==> src/rtl/countdown_timer.sv <==
// BCD countdown timer (M:SS.t) with IDLE/RUN/PAUSED/DONE control FSM.
// Optional auto-reload of the last loaded value on expiry.
module countdown_timer #(
  parameter logic RELOAD = 1'b0
) (
  input  logic       CLK,
  input  logic       Reset,
  input  logic       DEC,
  input  logic       Load,
  input  logic       Start,
  input  logic       Stop,
  input  logic [3:0] D3,
  input  logic [3:0] D2,
  input  logic [3:0] D1,
  input  logic [3:0] D0,
  output logic [3:0] Q3,
  output logic [3:0] Q2,
  output logic [3:0] Q1,
  output logic [3:0] Q0,
  output logic       Running,
  output logic       Done,
  output logic       Expired
);

  localparam int unsigned DW = 4;

  typedef enum logic [1:0] {IDLE, RUN, PAUSED, DONE} state_e;

  state_e        state_q, state_d;
  logic [DW-1:0] q3_q, q2_q, q1_q, q0_q;
  logic [DW-1:0] q3_d, q2_d, q1_d, q0_d;
  logic [DW-1:0] r3_q, r2_q, r1_q, r0_q;
  logic [DW-1:0] r3_d, r2_d, r1_d, r0_d;
  logic          running_q, running_d;
  logic          done_q, done_d;
  logic          expired_q, expired_d;
  logic          load_en;
  logic          count_zero;
  logic          terminal;

  function automatic logic [DW-1:0] clamp(input logic [DW-1:0] d, input logic [DW-1:0] mx);
    return (d > mx) ? mx : d;
  endfunction

  always_ff @(posedge CLK or posedge Reset) begin
    if (Reset) begin
      state_q   <= IDLE;
      q3_q      <= '0;
      q2_q      <= '0;
      q1_q      <= '0;
      q0_q      <= '0;
      r3_q      <= '0;
      r2_q      <= '0;
      r1_q      <= '0;
      r0_q      <= '0;
      running_q <= 1'b0;
      done_q    <= 1'b0;
      expired_q <= 1'b0;
    end else begin
      state_q   <= state_d;
      q3_q      <= q3_d;
      q2_q      <= q2_d;
      q1_q      <= q1_d;
      q0_q      <= q0_d;
      r3_q      <= r3_d;
      r2_q      <= r2_d;
      r1_q      <= r1_d;
      r0_q      <= r0_d;
      running_q <= running_d;
      done_q    <= done_d;
      expired_q <= expired_d;
    end
  end

  // Next-state, count and flag logic
  always_comb begin
    state_d    = state_q;
    q3_d       = q3_q;
    q2_d       = q2_q;
    q1_d       = q1_q;
    q0_d       = q0_q;
    r3_d       = r3_q;
    r2_d       = r2_q;
    r1_d       = r1_q;
    r0_d       = r0_q;
    done_d     = 1'b0;
    load_en    = 1'b0;
    count_zero = (q3_q == '0) && (q2_q == '0) && (q1_q == '0) && (q0_q == '0);
    // A zero count is folded in so RUN can never underflow
    terminal   = (q3_q <= DW'(1)) && (q2_q == '0) && (q1_q == '0) && (q0_q == '0);

    case (state_q)
      IDLE: begin
        if (Load) begin
          load_en = 1'b1;
        end else if (Start && !count_zero) begin
          state_d = RUN;
        end
      end
      PAUSED: begin
        if (Load) begin
          load_en = 1'b1;
          state_d = IDLE;
        end else if (Start && !Stop) begin
          state_d = RUN;
        end
      end
      DONE: begin
        if (Load) begin
          load_en = 1'b1;
          state_d = IDLE;
        end
      end
      RUN: begin
        if (Stop) begin
          state_d = PAUSED;
        end else if (DEC) begin
          if (terminal) begin
            done_d = 1'b1;
            if (RELOAD) begin
              q3_d = r3_q;
              q2_d = r2_q;
              q1_d = r1_q;
              q0_d = r0_q;
            end else begin
              q3_d    = '0;
              q2_d    = '0;
              q1_d    = '0;
              q0_d    = '0;
              state_d = DONE;
            end
          end else if (q3_q != '0) begin
            q3_d = q3_q - DW'(1);
          end else begin
            q3_d = DW'(9);
            if (q2_q != '0) begin
              q2_d = q2_q - DW'(1);
            end else begin
              q2_d = DW'(9);
              if (q1_q != '0) begin
                q1_d = q1_q - DW'(1);
              end else begin
                q1_d = DW'(5);
                q0_d = q0_q - DW'(1);
              end
            end
          end
        end
      end
      default: state_d = IDLE;
    endcase

    if (load_en) begin
      q3_d = clamp(D3, DW'(9));
      q2_d = clamp(D2, DW'(9));
      q1_d = clamp(D1, DW'(5));
      q0_d = clamp(D0, DW'(9));
      r3_d = q3_d;
      r2_d = q2_d;
      r1_d = q1_d;
      r0_d = q0_d;
    end

    running_d = (state_d == RUN);
    expired_d = (state_d == DONE);
  end

  assign Q3      = q3_q;
  assign Q2      = q2_q;
  assign Q1      = q1_q;
  assign Q0      = q0_q;
  assign Running = running_q;
  assign Done    = done_q;
  assign Expired = expired_q;

endmodule

==> config.mk <==
export PLATFORM = sky130hd
export DESIGN_NAME = countdown_timer
export DESIGN_NICKNAME = d
export VERILOG_FILES = /design/src/rtl/countdown_timer.sv
export SDC_FILE = /design/constraint.sdc
export NUM_CORES = 1
export LEC_CHECK = 0
export CAP_MARGIN = 20
export CORE_MARGIN = 5
export CORE_UTILIZATION = 47
export CTS_CLUSTER_SIZE = 8
export DETAILED_ROUTE_END_ITERATION = 6
export PLACE_DENSITY = 0.79
export SLEW_MARGIN = 10
export SYNTH_ARGS = -nofsm -noshare
export SYNTH_HDL_FRONTEND = slang
export SYNTH_SLANG_ARGS = --single-unit
==> constraint.sdc <==
create_clock -name CLK -period 2.8 [get_ports CLK]
set_clock_uncertainty 0.1 [all_clocks]
set_input_delay 0.7 -clock CLK [delete_from_list [all_inputs] [get_ports CLK]]
set_output_delay 0.7 -clock CLK [all_outputs]
set_load 0.005 [all_outputs]
==> metrics.yaml <==
synthesis:
  synth_top_area_cell: "dfrtp_1"
  synth_top_area_share_pct: 36.5
  netlist_top_cells_area: "dfrtp_1 37%, mux2i_1 4.9%, a21oi_1 3.8%"
  yosys.area_share.adder_pct: 2.61
  synth_xor_area_share_pct: 0.609
  synth_most_common_cell: "dfrtp_1"
  muxShareOfSynthArea_pct: 7.22
  synth_warnings: 0
  synthSimpleGateAreaFrac_pct: 21.8
  syn_avg_cell_area_um2: 9.40
  ys_seq_area_share_pct: 36.5
  async_reset_ff_share_pct: 100
  synth_nets: 178
  syn_area_um2: 1440
  synth_top_family_by_area: "compound AO/OA/AOI/OAI gates"
  synthDistinctLibCells: 54
  synth-edff-count: 0
  syn_inst: 153
  synth-seq-cells: 21
  ys.flop_type: "dfrtp_1"
  yosys-top-cells-count: "21 x dfrtp_1, 11 x a21oi_1, 11 x inv_1"
  synth_compound_area_share_pct: 25.7
timing:
  timing.hold.ws_ns: 0.484
  tns_ns: 0
  hold_viol_final: 0
  drv_slew: 0
  finalSetupViolations: 0
  rsz0062_at_grt: "false"
  finalCriticalPeriod_ns: 2.58
  relSlewSlack_pct: 55.7
  tightest_slew_ns: 0.663
  max_freq_ghz: 0.388
  period_share_pct: 92.1
clocking:
  cts.path.max_buffers: 2
  cts-htree-levels: 1
  cts_resized: 0
  hold_buffers: 0
  clk_pin_slew_worst_paths_ns: 0.13
  clock-sinks: 21
  cts_buffers: 3
  cts_tree: "yes"
  cts_setup_buffers: 0
  clkLatencyLatePin_ns: 0.33
  ctsRootBufferMaster: "clkbuf_4"
power_and_ir_drop:
  power.leakage_nw: 0.766
  power.total_mw: 1.56
  ir_drop_uv: 409
  powerDensity_nw_per_um2: 806
  p_sw_mw: 0.617
  clock_power_share_pct: 10.3
  combPwrFrac_pct: 54.4
  switching_share_pct: 39.6
  internal-power_mw: 0.939
  seq_power_share_pct: 35.3
worst_setup_path:
  cp-end-kind: "register"
  r2r-start: "Q2[0]"
  cp_max_fo: 15
  critical_path_class: "register to register"
  path_cells: "inv_1, ha_1, or3b_1, or4_4, a21oi_2, mux2_2"
  cp-start-kind: "register"
  critPathBufInv: 1
  critPathRequiredTime_ns: 2.93
  r2r_cells: 6
  max_stage_delay_ns: 0.63
  critPathSlowestCell: "or4_4"
  cp.depth: 6
  crit_arrival_ns: 2.71
  critical-path-top-delay-family: "simple AND/OR/NAND/NOR gates"
  startpoint: "Q2[0]"
floorplanning:
  die_y_um: 65.3
  io_pins: 41
  num_rows: 20
  core_um2: 3000
  die_w_um: 65.3
  dieArea_um2: 4270
  initial_core_util_pct: 47.9
outcome:
  status: "finished, final reports clean"
worst_hold_path:
  min_from: "Q0[1]"
  hp-class: "register to register"
  holdPathStages: 1
global_route:
  grtUsageTotal_pct: 18.9
  grt_pass1_wl_mm: 6.39
  grt_max_degree: 22
  antenna_found_initial: 0
  grt_overflow: 0
  grt_pass1_vias: 1453
drt:
  wl_per_cell_um: 17.2
  post_drt_via_cell_ratio: 6.20
  drc: 0
  ant_nets: 0
  drtIter0Drc: 64
  first_pass_iters: 4
  vias: 1426
  wirelength_mm: 3.95
cells_and_area:
  drive_above_1_share_pct: 11.2
  num-nets-final: 223
  n_fill_cell: 269
  fin_cells: 230
  stdcell_area_um2: 1930
  diodes: 0
  syn2layout_area_growth_pct: 34.1
placement:
  dp_hpwl_mm: 2.89
  placed_cells: 226
  placed_cell_area_um2: 1900
  place.port_buffers: 40
  place_congestion: 0.919
run:
  max-cap-violations: 0
## cell families after synthesis
group | count (synthesis)
AOI/OAI and AO/OA | 53
xor gates and xnor gates | 1
adders and majority gates | 3
buffers and inverters | 19
DFF | 21
muxes | 10
and+or+nand+nor | 46
## area by class of cell
class,count,area [um2],area share [%]
Sequential cell,21,526,27.2
Tap cell,33,41.3,2.14
Inverter,11,41.3,2.14
Clock inverter,1,5.00,0.259
Timing Repair Buffer,48,460,23.9
Multi-Input combinational cell,113,833,43.2
Clock buffer,3,22.5,1.17
## metal layers
layer,GRT usage (%),wire length (um),vias to the layer above
met5,0,0,-
met4,8.03,57,0
met3,2.39,161,5
met2,32.7,1980,43
met1,23.5,1750,703
li1,-,-,675
## cell usage in the layout, fill, tap and decap left out, types with 2 or more instances in the layout
master	count
nor2b_1	2
o21ai_0	9
a21oi_1	11
nand3b_1	3
a31oi_1	4
clkdlybuf4s50_1	40
a22oi_1	5
and2_1	2
nand4b_1	3
dfrtp_1	21
nor4b_1	2
nor2_1	7
nor3b_1	2
nand2b_1	3
inv_1	11
o2bb2ai_1	2
ha_1	3
nand2_1	4
a211oi_1	2
or3b_1	2
mux2i_1	7
o31ai_1	3
nor4_1	3
o211ai_1	2
clkbuf_4	3
buf_4	8
a2bb2oi_1	2
nor3_1	2
mux2_2	3
## power by group through the flow
stage | registers, mW | logic, mW | clock network (mW)
after detailed placement | 0.554 | 0.837 | 0
after global routing | 0.568 | 0.926 | 0.175
after floorplan | 0.526 | 0.494 | 0
after CTS | 0.548 | 0.848 | 0.164
after global placement | 0.544 | 0.822 | 0
final | 0.549 | 0.846 | 0.160
## flip-flops by register name (all words and copies together) (netlist names)
name / flops
Done: 1
Expired: 1
Q0: 4
Q1: 4
Q2: 4
Q3: 4
Running: 1
state_q: 2
## per-stage QoR
step | setup WS [ns] | utilization [%]
2_1_floorplan | 0.324 | -
3_3_place_gp | 0.228 | 63.3
6_report | 0.220 | 64.3
4_1_cts | 0.240 | 64.3
5_1_grt | 0.132 | 64.3
3_5_place_dp | 0.209 | 63.3
## path summary, 6_finish.rpt
path / slack, ns / end
worst max-delay path: 0.22 / Q2[1]
worst min-delay path: 0.48 / Q0[1]
worst max register to register: 0.22 / Q2[1]
worst min register to register: 0.48 / Q0[1]
max in group asynchronous: 1.78 / Q0[2]
min in group asynchronous: 0.60 / Q3[3]
(Power assumes the default switching activity.)
